### src/rtl/fetch_prefetch_buffer.sv
// rtl/fetch_prefetch_buffer.sv - fetch PC owner, in-order imem requester and prefetch FIFO
//
// Purpose: owns the fetch PC, keeps the instruction memory busy with in-order
// requests, buffers returned words in a small FIFO and presents the head entry
// to the IF/ID register. Redirects from Execute/Writeback flush the FIFO and
// discard responses that are still in flight.
//
// Ports:
//   clk, reset                     clock, asynchronous active-high reset
//   stallF                         1 = hold the head entry (no pop)
//   BranchTakenE, BranchTargetE    Execute-stage redirect and target
//   PCSrcW, ResultW                Writeback-stage redirect and target (wins)
//   imem_req, imem_addr, imem_gnt  request handshake, word-aligned address
//   imem_rvalid, imem_rdata        in-order response
//   InstrF, PCF, ValidF            head entry (zero when ValidF=0)
//   redirect_drop                  pulses when a response is discarded
module fetch_prefetch_buffer #(
  parameter int unsigned DEPTH    = 4,
  parameter logic [31:0] RESET_PC = 32'h0000_0000
) (
  input  logic        clk,
  input  logic        reset,
  input  logic        stallF,
  input  logic        BranchTakenE,
  input  logic [31:0] BranchTargetE,
  input  logic        PCSrcW,
  input  logic [31:0] ResultW,
  output logic        imem_req,
  output logic [31:0] imem_addr,
  input  logic        imem_gnt,
  input  logic        imem_rvalid,
  input  logic [31:0] imem_rdata,
  output logic [31:0] InstrF,
  output logic [31:0] PCF,
  output logic        ValidF,
  output logic        redirect_drop
);

  localparam int unsigned PW = $clog2(DEPTH);
  localparam int unsigned CW = PW + 1;
  localparam logic [CW-1:0] DEPTH_C = CW'(DEPTH);

  logic [31:0]   fetch_pc_q, fetch_pc_d;
  logic [31:0]   resp_pc_q, resp_pc_d;
  logic [CW-1:0] count_q, count_d;
  logic [CW-1:0] outstanding_q, outstanding_d;
  logic [CW-1:0] drop_cnt_q, drop_cnt_d;
  logic [PW-1:0] rd_ptr_q, rd_ptr_d;
  logic [PW-1:0] wr_ptr_q, wr_ptr_d;
  logic [31:0]   instr_mem_q [DEPTH];
  logic [31:0]   instr_mem_d [DEPTH];
  logic [31:0]   pc_mem_q [DEPTH];
  logic [31:0]   pc_mem_d [DEPTH];

  logic        redirect;
  logic [31:0] redirect_target;
  logic        issue_ok;
  logic        grant;
  logic        push;
  logic        discard;
  logic        pop;

  // Writeback is the older instruction, so its PC write wins over Execute.
  assign redirect        = PCSrcW | BranchTakenE;
  assign redirect_target = PCSrcW ? ResultW : BranchTargetE;

  // Never issue more than the FIFO can absorb: buffered plus in-flight words
  // are bounded by DEPTH, which is what makes overflow impossible.
  assign issue_ok = ({1'b0, count_q} + {1'b0, outstanding_q}) < {1'b0, DEPTH_C};

  // Gated by reset so the request drops the instant reset asserts.
  assign imem_req  = !reset && !redirect && issue_ok;
  assign imem_addr = fetch_pc_q;
  assign grant     = imem_req && imem_gnt;

  // A response arriving in a redirect cycle belongs to the old path.
  assign push    = imem_rvalid && (drop_cnt_q == '0) && !redirect;
  assign discard = imem_rvalid && ((drop_cnt_q != '0) || redirect);

  assign ValidF = (count_q != '0);
  assign pop    = ValidF && !stallF && !redirect;

  assign InstrF        = ValidF ? instr_mem_q[rd_ptr_q] : 32'h0;
  assign PCF           = ValidF ? pc_mem_q[rd_ptr_q]    : 32'h0;
  assign redirect_drop = discard && !reset;

  always_comb begin
    fetch_pc_d    = fetch_pc_q;
    resp_pc_d     = resp_pc_q;
    count_d       = count_q;
    drop_cnt_d    = drop_cnt_q;
    rd_ptr_d      = rd_ptr_q;
    wr_ptr_d      = wr_ptr_q;
    instr_mem_d   = instr_mem_q;
    pc_mem_d      = pc_mem_q;
    // Every response retires one outstanding request, kept or discarded.
    outstanding_d = outstanding_q + CW'(grant) - CW'(imem_rvalid);

    if (redirect) begin
      fetch_pc_d = redirect_target;
      resp_pc_d  = redirect_target;
      count_d    = '0;
      rd_ptr_d   = '0;
      wr_ptr_d   = '0;
      // Everything still in flight is old-path; outstanding already includes
      // any drops left over from an earlier redirect.
      drop_cnt_d = outstanding_q - CW'(imem_rvalid);
    end else begin
      if (grant) begin
        fetch_pc_d = fetch_pc_q + 32'd4;
      end
      if (push) begin
        instr_mem_d[wr_ptr_q] = imem_rdata;
        pc_mem_d[wr_ptr_q]    = resp_pc_q;
        wr_ptr_d              = wr_ptr_q + PW'(1);
        // Responses are in order, so the PC of the next kept word is +4.
        resp_pc_d             = resp_pc_q + 32'd4;
      end
      if (discard) begin
        drop_cnt_d = drop_cnt_q - CW'(1);
      end
      if (pop) begin
        rd_ptr_d = rd_ptr_q + PW'(1);
      end
      count_d = count_q + CW'(push) - CW'(pop);
    end
  end

  always_ff @(posedge clk or posedge reset) begin
    if (reset) begin
      fetch_pc_q    <= RESET_PC;
      resp_pc_q     <= RESET_PC;
      count_q       <= '0;
      outstanding_q <= '0;
      drop_cnt_q    <= '0;
      rd_ptr_q      <= '0;
      wr_ptr_q      <= '0;
      instr_mem_q   <= '{default: '0};
      pc_mem_q      <= '{default: '0};
    end else begin
      fetch_pc_q    <= fetch_pc_d;
      resp_pc_q     <= resp_pc_d;
      count_q       <= count_d;
      outstanding_q <= outstanding_d;
      drop_cnt_q    <= drop_cnt_d;
      rd_ptr_q      <= rd_ptr_d;
      wr_ptr_q      <= wr_ptr_d;
      instr_mem_q   <= instr_mem_d;
      pc_mem_q      <= pc_mem_d;
    end
  end

  a_no_overflow: assert property (@(posedge clk) disable iff (reset)
    !(push && (count_q == DEPTH_C)));

  a_occupancy: assert property (@(posedge clk) disable iff (reset)
    (({1'b0, count_q} + {1'b0, outstanding_q}) <= {1'b0, DEPTH_C}));

  a_rvalid_expected: assert property (@(posedge clk) disable iff (reset)
    !(imem_rvalid && (outstanding_q == '0)));

endmodule

### config.mk
export PLATFORM = sky130hd
export DESIGN_NAME = fetch_prefetch_buffer
export DESIGN_NICKNAME = d
export VERILOG_FILES = /design/src/rtl/fetch_prefetch_buffer.sv
export SDC_FILE = /design/constraint.sdc
export NUM_CORES = 1
export LEC_CHECK = 0
export CAP_MARGIN = 20
export CELL_PAD_IN_SITES_DETAIL_PLACEMENT = 2
export CELL_PAD_IN_SITES_GLOBAL_PLACEMENT = 2
export CORE_ASPECT_RATIO = 1.2
export CORE_MARGIN = 1
export CORE_UTILIZATION = 40
export DETAILED_ROUTE_END_ITERATION = 6
export PLACE_DENSITY = 0.86
export RECOVER_POWER = 25
export SETUP_SLACK_MARGIN = 0.4
export SYNTH_ARGS = -nofsm -noshare
export SYNTH_HDL_FRONTEND = slang
export SYNTH_SLANG_ARGS = --single-unit
### constraint.sdc
create_clock -name clk -period 22 [get_ports clk]
set_clock_uncertainty 0.1 [all_clocks]
set_input_delay 4.4 -clock clk [delete_from_list [all_inputs] [get_ports clk]]
set_output_delay 4.4 -clock clk [all_outputs]
set_load 0.05 [all_outputs]
==> metrics.txt, run 1 <==
Final period util=a little over half; Remaining DRCs=0; Post-synth EDFFs=0; Core Area=0.04004 mm2; Vias=11667; r2r endpoint=count_q[2]; R2R Setup Slk=~19000 ps; worst slack, placed=10900 ps; hold path startpoint=pc_mem_q[77]; kind of critical path=input pin to primary output; hold buffers post-CTS=0; Final ANT Viol Nets=0; IO Port Bufs=201; Synth Instances=1293; Hold Crit Class=flip-flop to flip-flop; Tmin final=11500 ps; CP arrival=approximately 7000 ps; I/O Pins=202; Slowest Stage Delay on Critical Path=810 ps; final design utilization=50.09%; initial antenna violation count=0; #FFs+latches synth=approximately 330; Pwr Density=85.17 mW/mm2; placed instance count=1954; most common cell after layout, fill and taps aside=dfrtp_1; largest net degree at the start of global routing=125; Die X=186.4 um; CP cell instances=dlygate4sd3_1 -> clkbuf_1 -> or2_0 -> o21ai_0 -> nor2_1 -> clkdlybuf4s50_1; ys flop type=dfrtp_1; Total Routed Length=roughly 50000 um; setup TNS=0 ps; clk root buf=clkbuf_16; Total Power=around 1.7 mW; Final Hold Vio Count=0; slew margin rel.=-295.1%; GR Overflow Total=0; delay-heaviest family, CP=buffers and inverters; post-route design area=between 0.02 and 0.025 mm2; Die Y=223.3 um; Setup crit end kind=primary output; Crit-path slowest cell=clkdlybuf4s50_1; Pleak=~9 nW; Cell Rows=80; r2r startpoint=drop_cnt_q[0]; vias in the first global route=between 10000 and 15000; metal3 WL=about 2200 um; fillers=about 3800; VDD IR max=slightly below 0.00006 V; Post-Syn Area per Cell=12.63 um2; Worst-path clk slew=60 ps; Final #Nets=1583; cell area after synthesis=0.01633 mm2; most frequent cells in the layout=329 x dfrtp_1, 248 x mux2_2, 177 x clkdlybuf4s50_1; DR top layer=met4; metal1 wirelength=20190 um; Synthesized Nets=about 1400; DRT Pass-1 Iters=4; crit-path max FO=16; worst slew pin tran=about 6000 ps; Hold WS=around 390 ps; Hold Path Sink=pc_mem_q[77]; clock sinks=roughly 330; CTS tree=done; cts bufs inserted=38; outcome=finished with violations; post_cts resized=0; ratio of cells with drive above 1 in the final layout=a little over a quarter; RSZ-0062 raised after global routing=no; setup bufs post-CTS=0; DPL Wire Length=31530 um; Seq/Total Area, Yosys=50.72%; global-route wire length before repair=between 80000 and 90000 um; Worst setup SP type=input pin; clk_lat worst skew=between 500 and 600 ps; Final Max Slew Viols=204; Worst R2R Path Depth=13; FMAX=between 80 and 90 MHz; synth warn=0; hold path depth=2; setup ws final=10500 ps; initial drt markers=441; Initial Utilization=40.78%; die area=0.04164 mm2; H-tree depth reported by CTS=2; GPL Wtd Cong=0.8022; Area growth, synth to finish=22.82%; CP Data Required Time=17500 ps; asr flop ratio synth=100.0%; # diodes=0; metal2 WL=25800 um; Vias/cell=5.767; count of different cell masters after synthesis=63; routed len/inst=about 25 um; GRT Total Usage=~25%; Post-Place Cell Area=0.01876 mm2; buffer and inverter count on the worst path=3; Finish-stage setup viols=0; max cap viols=3; fin cells=2023; failing checks=capacitance limit, slew limit; clk buf depth=3
kinds of logic (layout without fill, tap and decap cells):
| group | Yosys count | in the layout | synth area share, % |
|---|---|---|---|
| DFF | 331 | 331 | 50.72 |
| muxes | 316 | 316 | 26.17 |
| and+or+nand+nor | 276 | 276 | 9.256 |
| AOI/OAI and AO/OA | 224 | 224 | 8.544 |
| buffers and inverters | 114 | 311 | 3.080 |
| adders and majority gates | 18 | 18 | 1.471 |
| xor gates and xnor gates | 14 | 14 | 0.7509 |
area by class of cell:
cell class | instances | area [um2] | area share (%)
Timing Repair Buffer | 221 | 2143 | 10.69
Clock inverter | 9 | 127.6 | 0.6363
Clock buffer | 59 | 1204 | 6.002
Sequential cell | 331 | 8288 | 41.33
Inverter | 22 | 83.83 | 0.4180
Multi-Input combinational cell | 848 | 7542 | 37.61
Tap cell | 533 | 666.9 | 3.325
worst max path at each step:
stage	from	end	slack [ps]	cells after the start
after floorplan	reset	count_q[0]	8330	1
after global placement	BranchTakenE	redirect_drop	10980	6
after detailed placement	BranchTakenE	redirect_drop	10900	6
after CTS	BranchTakenE	redirect_drop	10900	6
after global routing	reset	instr_mem_q[66]	10150	5
final	BranchTakenE	redirect_drop	10500	6
synthesized netlist by cell type (6+ instances only):
| master | number | share of area, % |
|---|---|---|
| dfrtp_1 | 331 | 51 |
| mux2_2 | 248 | 17 |
| a21oi_1 | 75 | 2.3 |
| nand2_1 | 72 | 1.7 |
| and2_1 | 67 | 2.6 |
| mux4_2 | 64 | 8.8 |
| o21ai_0 | 58 | 1.8 |
| buf_2 | 45 | 1.4 |
| clkbuf_1 | 35 | 0.80 |
| nor2_1 | 31 | 0.71 |
| nand3_1 | 24 | 0.74 |
| a22oi_1 | 22 | 1.0 |
| inv_1 | 22 | 0.51 |
| nand4_1 | 19 | 0.73 |
| nor3_1 | 19 | 0.58 |
| ha_1 | 16 | 1.2 |
| a2bb2oi_1 | 12 | 0.64 |
| and3_1 | 10 | 0.38 |
| xnor2_1 | 10 | 0.54 |
| a22o_1 | 9 | 0.48 |
| buf_1 | 8 | 0.18 |
| o22a_1 | 6 | 0.32 |
worst register-to-register path, stage by stage (launching register included):
cell,delay (ps)
dfrtp_1,390
inv_1,90
ha_1,240
nand3b_4,180
nor2_1,470
inv_1,300
ha_1,340
inv_1,60
ha_1,150
inv_1,60
fa_1,370
xor2_1,170
xnor2_1,130
nor2_1,50
routing by layer:
metal,GRT usage (%),up-vias
met5,0,-
met4,9.038,0
met3,3.948,86
met2,43.81,316
met1,30.35,6158
li1,-,5107
registers in the layout, indices dropped and copies added (netlist names):
register,flops
rd_ptr_q,2
pc_mem_q,128
outstanding_q,3
resp_pc_q,31
count_q,3
imem_addr,31
wr_ptr_q,2
instr_mem_q,128
drop_cnt_q,3
where the power goes:
group / leakage (nW) / internal, mW / switching (mW)
registers: 4.48 / 0.682 / 0.0638
logic: 3.88 / 0.152 / 0.143
clock network: 0.647 / 0.411 / 0.255
total: 9.01 / 1.25 / 0.463
(Power assumes the default switching activity.)
==> inputs of run 2 (changes only) <==
- CORE_UTILIZATION: 40 -> 38
- PLACE_DENSITY: 0.86 -> 0.83
- clock period: 22 -> 11.2 ns (I/O delays scaled with it)
==> run 2 against run 1 <==
  * The run still ends with capacitance limit, slew limit left
  * Critical path depth increased by 1
  * Worst setup slack got worse by 7000 ps
  * First-iteration DRC count is 28% lower
  * Largest power group unchanged
  * Non-clock buffer count shrank 1
==> metrics.txt, run 2 (synthesized netlist as in run 1, its figures left out) <==
Finish-stage setup viols=0; failing checks=capacitance limit, slew limit; Final Hold Vio Count=0; leading registers by flop count=instr_mem_q (128), pc_mem_q (128); CP Data Required Time=8860 ps; H-tree depth reported by CTS=2; Total Routed Length=48420 um; RSZ-0062 raised after global routing=no; Post-Place Cell Area=around 0.019 mm2; global-route wire length before repair=a little under 80000 um; Pwr Density=about 170 mW/mm2; VDD IR max=0.00009345 V; setup ws final=approximately 3500 ps; max cap viols=2; die area=0.04381 mm2; CTS tree=done; outcome=finished with violations; clock sinks=331; Area growth, synth to finish=23.03%; slew margin rel.=-115.6%; vias in the first global route=between 10000 and 15000; Die Y=229.1 um; most common cell after layout, fill and taps aside=dfrtp_1; largest net degree at the start of global routing=between 150 and 200; worst slack, placed=4021 ps; DRT Pass-1 Iters=4; Final ANT Viol Nets=0; post-route design area=0.02009 mm2; setup TNS=0 ps; clk_lat worst skew=540 ps; Vias/cell=between 5 and 6; Final #Nets=~1600; routed len/inst=23.78 um; Tmin final=7739 ps; R2R Setup Slk=~8000 ps; clock network fraction of total power=38.7%; Final period util=just under 70%; Setup crit end kind=primary output; Cell Rows=82; Net Sw Frac=27.32%; clk root buf=clkbuf_16; FMAX=129.2 MHz; sw power=911.1 uW; # diodes=0; CP arrival=5400 ps; Remaining DRCs=0; Core Area=0.04207 mm2; Pleak=9.028 nW; DPL Wire Length=31010 um; setup bufs post-CTS=0; post_cts resized=0; IO Port Bufs=201; final design utilization=47.76%; Initial Utilization=approximately two fifths; clk buf depth=3; worst slew pin tran=3233 ps; internal power=2.424 mW; Comb pwr share=between 10% and 20%; Worst setup SP type=input pin; Die X=~190 um; most frequent cells in the layout=329 x dfrtp_1, 248 x mux2_2, 198 x clkdlybuf4s50_1; GPL Wtd Cong=0.8052; hold path startpoint=pc_mem_q[100]; hold buffers post-CTS=0; kind of critical path=input pin to primary output; GR Overflow Total=0; cts bufs inserted=38; Final Max Slew Viols=95; I/O Pins=202; Hold Crit Class=flip-flop to flip-flop; Setup crit start=BranchTakenE; Vias=11578; Worst-path clk slew=approximately 60 ps; Seq pwr share=between 40% and 50%; initial antenna violation count=0; r2r startpoint=outstanding_q[2]; initial drt markers=317; GRT Total Usage=22.69%; crit-path max FO=37; ratio of cells with drive above 1 in the final layout=27.85%
run 2: cell count changes in the layout (fill, tap and decap cells not counted), sizes merged:
cell           previous run  this run
buf                      17        18
clkbuf                   63        57
clkdlybuf4s50           177       198
clkinv                    4         9
clkinvlp                  4         3
dlygate4sd3              23         2
inv                      20        21
run 2: path summary, 6_finish.rpt:
path                            cells after the start                to
max in group asynchronous                           3   instr_mem_q[83]
min in group asynchronous                           2       wr_ptr_q[1]
worst min register to register                      2     pc_mem_q[100]
worst max register to register                     11  outstanding_q[2]
worst max-delay path                                7     redirect_drop
worst min-delay path                                2     pc_mem_q[100]
run 2: power groups by stage:
stage	combinational (mW)	clock [mW]	sequential, mW
after floorplan	0.376	0	1.47
after global placement	0.555	0	1.46
after detailed placement	0.586	0	1.48
after CTS	0.593	1.33	1.46
after global routing	0.629	1.37	1.48
final	0.581	1.29	1.46
run 2: layer usage:
| layer | vias up | wire length (um) | global-route usage (%) | part of all wire (%) |
|---|---|---|---|---|
| met5 | - | 0 | 0 | 0 |
| met4 | 0 | 1273 | 6.944 | 2.6 |
| met3 | 80 | 1852 | 3.616 | 3.8 |
| met2 | 277 | 24540 | 39.56 | 51 |
| met1 | 6106 | 20750 | 28.63 | 43 |
| li1 | 5115 | - | - | - |
run 2: critical path: stages:
cell and delay (ps):
dlygate4sd3_1 520, clkbuf_1 640, or2_1 210, buf_4 430, o21ai_0 340, nor2_1 180
clkdlybuf4s50_1 820
run 2: per-stage QoR:
stage / total power, mW / instances / hold WS [ps]
final: 3.335 / 2036 / 397.3
after global routing: 3.484 / 2036 / 418.4
after CTS: 3.389 / 2035 / 402.6
after detailed placement: 2.066 / 1966 / 380.9
after global placement: 2.017 / 1965 / 355.9
after floorplan: 1.847 / 1293 / 344.6
run 2: layout make-up:
class                      instances  area, um2
clock buffer                      55       1149
inverter                          22      83.83
tap                              546      683.2
fill                            4129      21980
multi-input combinational        848       7576
sequential                       331       8288
timing repair buffer             220       2156
clock inverter                    14      153.9
